===== config.mk =====
export PLATFORM = sky130hd
export DESIGN_NAME = seven_seg_scan_ctrl
export DESIGN_NICKNAME = d
export VERILOG_FILES = /design/src/rtl/seven_seg_scan_ctrl.sv
export SDC_FILE = /design/constraint.sdc
export NUM_CORES = 1
export LEC_CHECK = 0
export CORE_ASPECT_RATIO = 0.9
export CORE_MARGIN = 2
export CORE_UTILIZATION = 55
export DETAILED_ROUTE_END_ITERATION = 16
export GPL_TIMING_DRIVEN = 0
export HOLD_SLACK_MARGIN = 0.15
export PLACE_DENSITY = 0.79
export SLEW_MARGIN = 30
export SYNTH_ARGS = -nofsm -noshare
export SYNTH_HDL_FRONTEND = slang
export SYNTH_SLANG_ARGS = --single-unit

===== constraint.sdc =====
create_clock -name clk -period 2.4 [get_ports clk]
set_input_delay 0.6 -clock clk [delete_from_list [all_inputs] [get_ports clk]]
set_output_delay 0.6 -clock clk [all_outputs]
set_load 0.02 [all_outputs]

===== src/rtl/seven_seg_scan_ctrl.sv =====
// Multi-digit 7-segment driver: serial shift-add-3 binary-to-BCD conversion with a
// load/busy/done handshake and a time-multiplexed anode scan. Define SEG_LZB_EN for leading-zero blanking.
module seven_seg_scan_ctrl #(
    parameter int NUM_W    = 13,
    parameter int DIGITS   = 4,
    parameter int SCAN_DIV = 262144
) (
    input  logic              clk,
    input  logic              rst_n,
    input  logic              load,
    input  logic [NUM_W-1:0]  num,
    output logic              busy,
    output logic              done,
    output logic              overflow,
    output logic [DIGITS-1:0] anode,
    output logic [6:0]        led_out
);

    localparam int SH_W  = 4 * DIGITS;
    localparam int CNT_W = $clog2(NUM_W + 1);
    localparam int PRE_W = $clog2(SCAN_DIV);
    localparam int IDX_W = (DIGITS > 1) ? $clog2(DIGITS) : 1;

    typedef enum logic [1:0] {S_IDLE, S_CONV, S_COMMIT} state_t;

    state_t            r_state;
    logic [NUM_W-1:0]  r_shift;
    logic [SH_W-1:0]   r_shadow;
    logic [CNT_W-1:0]  r_cnt;
    logic              r_ovf;
    logic [SH_W-1:0]   r_disp;
    logic              r_overflow;
    logic              r_busy;
    logic              r_done;
    logic [PRE_W-1:0]  r_pre;
    logic [IDX_W-1:0]  r_idx;
    logic [DIGITS-1:0] r_anode;
    logic [6:0]        r_led;

    logic [SH_W-1:0]   w_adj;
    logic [3:0]        w_digit;
    logic [DIGITS-1:0] w_anode;
    logic [6:0]        w_seg;

    function automatic logic [6:0] seg7(input logic [3:0] d);
        case (d)
            4'd0:    seg7 = 7'b0000001;
            4'd1:    seg7 = 7'b1001111;
            4'd2:    seg7 = 7'b0010010;
            4'd3:    seg7 = 7'b0000110;
            4'd4:    seg7 = 7'b1001100;
            4'd5:    seg7 = 7'b0100100;
            4'd6:    seg7 = 7'b0100000;
            4'd7:    seg7 = 7'b0001111;
            4'd8:    seg7 = 7'b0000000;
            4'd9:    seg7 = 7'b0000100;
            default: seg7 = 7'b0000001;
        endcase
    endfunction

    // NOTE: every signal written in always_comb gets a default first, so no path infers a latch.
    always_comb begin
        w_adj = r_shadow;
        for (int i = 0; i < DIGITS; i++) begin
            if (r_shadow[4*i +: 4] >= 4'd5) w_adj[4*i +: 4] = r_shadow[4*i +: 4] + 4'd3;
        end
    end

    // Digit index 0 is the leftmost (most significant) nibble of the display register.
`ifdef SEG_LZB_EN
    logic w_allz;
    logic w_blank;
`endif
    always_comb begin
        w_digit = 4'd0;
        w_anode = '1;
`ifdef SEG_LZB_EN
        w_allz  = 1'b1;
        w_blank = 1'b0;
`endif
        for (int k = 0; k < DIGITS; k++) begin
`ifdef SEG_LZB_EN
            w_allz = w_allz & (r_disp[4*(DIGITS-1-k) +: 4] == 4'd0);
`endif
            if (r_idx == IDX_W'(k)) begin
                w_digit             = r_disp[4*(DIGITS-1-k) +: 4];
                w_anode[DIGITS-1-k] = 1'b0;
`ifdef SEG_LZB_EN
                w_blank             = w_allz && (k != DIGITS - 1);
`endif
            end
        end
        if (r_overflow) begin
            w_seg = 7'b1111110;
        end else begin
`ifdef SEG_LZB_EN
            w_seg = w_blank ? 7'b1111111 : seg7(w_digit);
`else
            w_seg = seg7(w_digit);
`endif
        end
    end

    // NOTE: sequential state uses non-blocking assignments so every register samples pre-edge values.
    always_ff @(posedge clk or negedge rst_n) begin
        if (!rst_n) begin
            r_state    <= S_IDLE;
            r_shift    <= '0;
            r_shadow   <= '0;
            r_cnt      <= '0;
            r_ovf      <= 1'b0;
            r_disp     <= '0;
            r_overflow <= 1'b0;
            r_busy     <= 1'b0;
            r_done     <= 1'b0;
        end else begin
            r_done <= 1'b0;
            case (r_state)
                S_IDLE: begin
                    if (load) begin
                        r_shift  <= num;
                        r_shadow <= '0;
                        r_cnt    <= CNT_W'(NUM_W);
                        r_ovf    <= 1'b0;
                        r_busy   <= 1'b1;
                        r_state  <= S_CONV;
                    end
                end
                S_CONV: begin
                    r_shadow <= {w_adj[SH_W-2:0], r_shift[NUM_W-1]};
                    r_shift  <= r_shift << 1;
                    r_ovf    <= r_ovf | w_adj[SH_W-1];
                    r_cnt    <= r_cnt - 1'b1;
                    if (r_cnt == CNT_W'(1)) r_state <= S_COMMIT;
                end
                S_COMMIT: begin
                    r_disp     <= r_shadow;
                    r_overflow <= r_ovf;
                    r_done     <= 1'b1;
                    r_busy     <= 1'b0;
                    r_state    <= S_IDLE;
                end
                default: r_state <= S_IDLE;
            endcase
        end
    end

    // Scan runs freely; load/commit never disturb its position.
    always_ff @(posedge clk or negedge rst_n) begin
        if (!rst_n) begin
            r_pre   <= '0;
            r_idx   <= '0;
            r_anode <= '1;
            r_led   <= 7'b1111111;
        end else begin
            r_anode <= w_anode;
            r_led   <= w_seg;
            if (r_pre == PRE_W'(SCAN_DIV - 1)) begin
                r_pre <= '0;
                r_idx <= (r_idx == IDX_W'(DIGITS - 1)) ? '0 : r_idx + 1'b1;
            end else begin
                r_pre <= r_pre + 1'b1;
            end
        end
    end

    assign busy     = r_busy;
    assign done     = r_done;
    assign overflow = r_overflow;
    assign anode    = r_anode;
    assign led_out  = r_led;

endmodule


==> impl_results.md <==
- Final Hold Viols: 0
- Largest net degree at the start of global routing: 54
- FMAX: 0.447 GHz
- Switching power total: 1.67 mW
- GRT overflow: 0
- Setup Skew: 0.0132 ns
- Sequential share of the synthesized area: 54.0%
- VDD IR max: 0.565 mV
- Clock Tree Buf Depth: 2
- GRT Util Overall: 21.3%
- Final Max Slew Viols: 0
- First-pass GRT wire length: 13300 um
- Final setup viols: 0
- Number of max-cap violations: 0
- Die W: roughly 94 um
- Met3 routed WL: 222 um
- Final WL: 7700 um
- Endpoint class of the critical path: flop
- Cts bufs inserted: 9
- I/O Pins: 30
- Clk_lat worst skew: approximately 0.35 ns
- Share of layout cells above drive strength 1: between 10 and 15%
- # DRC: 0
- Outcome: completed
- Syn Area/Cell: ~11 um^2
- ANT cells: 0
- Shortest period the worst path allows: 2.24 ns
- H-tree depth: 3
- Combinational share of power: 33.1%
- Crit path max fanout: 6
- Int Power: ~3.2 mW
- #FFs+latches synth: 86
- Ys flop type: dfrtp_1
- Critical path class: flop to flop
- FF+latch area: 2170 um^2
- Routed wl met2: 3620 um
- Non-filler instance count after layout: 522
- PwrDens: 1040 nW/um^2
- Clock Tree Root: clkbuf_8
- Final worst path period share: 93.2%
- Fillers: 544
- Routability congestion estimate: 0.784
- Post-detail-place hpwl: ~5300 um
- Net count, final: 456
- EDFF count, synth: 0
- Multi-input gate area: roughly 1700 um^2
- Die Y: about 85 um
- Total power: 4.90 mW
- Remaining antenna violation count: 0
- IO buf count: 29
- Worst EP arrival: 2.52 ns
- Post-synth net total: 412
- Synthesized area: 4010 um^2
- Worst hold slack: 0.485 ns
- Sequential share of power: 44.3%
- Synth Instances: 380
- Max-slew headroom: 45.0%
- Worst-path clk slew: approximately 0.08 ns
- Drt wl/cell: 14.7 um
- Ys Warns: 0
- Share of async-settable or async-resettable flops after synthesis: 100%
- Vias: 2870
- Routed vias/inst: between 5 and 6
- Worst slew pin tran: approximately 0.8 ns
- Clock tree from TritonCTS: done
- Clock Sinks: 86
- Synth cell types: 41
- CP startpoint kind: flop
- Row count: 29
- DRT Pass-1 Iters: 4
- Initial drt markers: roughly 140
- P&R area growth vs syn: 17.1%
- CP required: 2.68 ns
- Starting density of the core: 56.9%
- Placed insts: 503
- Core area: 7040 um^2
- Sw frac: 34.0%
- Initial antenna violation count: 0
- Leakage: 2.15 nW
- Met1 wire length: 3720 um
- HP Class: flop to flop
- Die area: around 8000 um^2
- Power share of the clock group: 22.5%
- Highest metal used: met4
- Vias in the first global route: 2785
[placed cells by master (no fill, tap or decap), types with 2 or more instances in the layout]
cell type / netlist / final
a21oi_1: 14 / 14
buf_4: 0 / 2
buf_6: 1 / 2
dfstp_2: 11 / 11
nor3_1: 6 / 6
xnor2_1: 12 / 12
clkinv_2: 0 / 2
o31ai_1: 4 / 4
o32ai_1: 3 / 3
a31oi_1: 19 / 18
clkbuf_1: 8 / 10
nor2_1: 39 / 38
nand2_1: 44 / 44
a31o_2: 2 / 2
clkdlybuf4s50_1: 0 / 28
xor2_1: 13 / 13
nand4_1: 3 / 3
a21o_1: 3 / 3
a32o_1: 4 / 4
ha_1: 16 / 15
nand2b_1: 5 / 5
o21ai_0: 17 / 17
nor2b_1: 4 / 4
o22ai_1: 8 / 8
nand3_1: 12 / 12
clkbuf_8: 0 / 10
inv_1: 23 / 23
dfrtp_1: 75 / 75
bufinv_16: 0 / 2
mux2_2: 18 / 18
[per-stage QoR]
step	setup WS, ns	cell area [um^2]	utilization (%)	TNS, ns
after floorplan	0.360	4010	-	0
after CTS	0.107	4670	66.3	0
after global placement	-2.24	4410	62.7	-181.62
after global routing	-0.00769	4690	66.7	-0.00769
after detailed placement	-0.0920	4440	63.1	-0.349
final	0.163	4690	66.7	0
[registers in the layout (all words and copies together) (netlist names), 2 cells and up]
register / count
r_pre: 18
r_state: 2
r_shadow: 16
anode: 4
led_out: 7
r_cnt: 4
r_idx: 2
r_disp: 16
r_shift: 13
[power groups by stage]
stage | Sequential, mW | Combinational (mW) | Clock (mW)
floorplan | 2.16 | 1.16 | 0
global placement | 2.18 | 1.52 | 0
detailed placement | 2.19 | 1.61 | 0
CTS | 2.17 | 1.62 | 1.12
global route | 2.23 | 1.85 | 1.19
finish | 2.17 | 1.62 | 1.10
[layout make-up]
type / instances / share of cell area, %
well taps: 93 / 2.48
clock inverters: 4 / 1.49
plain buffers: 11 / 1.07
repair buffers: 33 / 7.33
multi-input cells: 260 / 36.6
flip-flops and latches: 86 / 46.1
clock buffers: 12 / 3.09
inverters: 23 / 1.84
[timing repair]
action | in CTS | in global routing
endpoints found under the setup margin | 0 | 8
hold buffers | 1 | 0
gates resized for setup | 0 | 3
hold endpoints to repair | 22 | 0
setup buffers | 0 | 2
[routing by layer]
metal,vias up,GRT usage (%)
li1,1401,-
met5,-,0
met2,44,33.0
met3,12,3.46
met1,1413,30.5
met4,0,7.91
[final timing paths]
| check | startpoint | endpoint | slack (ns) | cells past startpoint |
|---|---|---|---|---|
| worst max-delay path | r_idx[0] | led_out[3] | 0.16 | 8 |
| worst min-delay path | r_pre[10] | r_pre[10] | 0.48 | 1 |
| worst max register to register | r_idx[0] | led_out[3] | 0.16 | 8 |
| worst min register to register | r_pre[10] | r_pre[10] | 0.48 | 1 |
| max in group asynchronous | rst_n | r_pre[9] | 1.14 | 3 |
| min in group asynchronous | rst_n | busy | 0.69 | 2 |
[cell families (layout without fill, tap and decap cells)]
family | Yosys count | after routing | synth area share, %
AOI/OAI and AO/OA | 77 | 77 | 12.2
xor gates and xnor gates | 25 | 25 | 5.46
adders and majority gates | 16 | 16 | 5.00
buffers and inverters | 34 | 83 | 3.40
DFF | 86 | 86 | 54.0
muxes | 20 | 20 | 5.68
and+or+nand+nor | 122 | 122 | 14.2
[critical path, stage by stage, from the launching register on]
cell and delay (ns):
dfrtp_1 0.43, inv_1 0.11, ha_2 0.22, or3b_2 0.45, o21ai_0 0.14, a31oi_2 0.13
ha_1 0.35, inv_1 0.04, a221o_1 0.30
[cells in the mapped netlist (12+ instances only)]
cell type,n,area share [%]
dfrtp_1,75,47
nand2_1,44,4.1
nor2_1,39,3.7
inv_1,23,2.2
a31oi_1,19,3.0
mux2_2,18,5.1
o21ai_0,17,2.1
ha_1,16,5.0
a21oi_1,14,1.7
xor2_1,13,2.8
nand3_1,12,1.5
xnor2_1,12,2.6
Note: power is estimated with default switching activity, not from simulation.
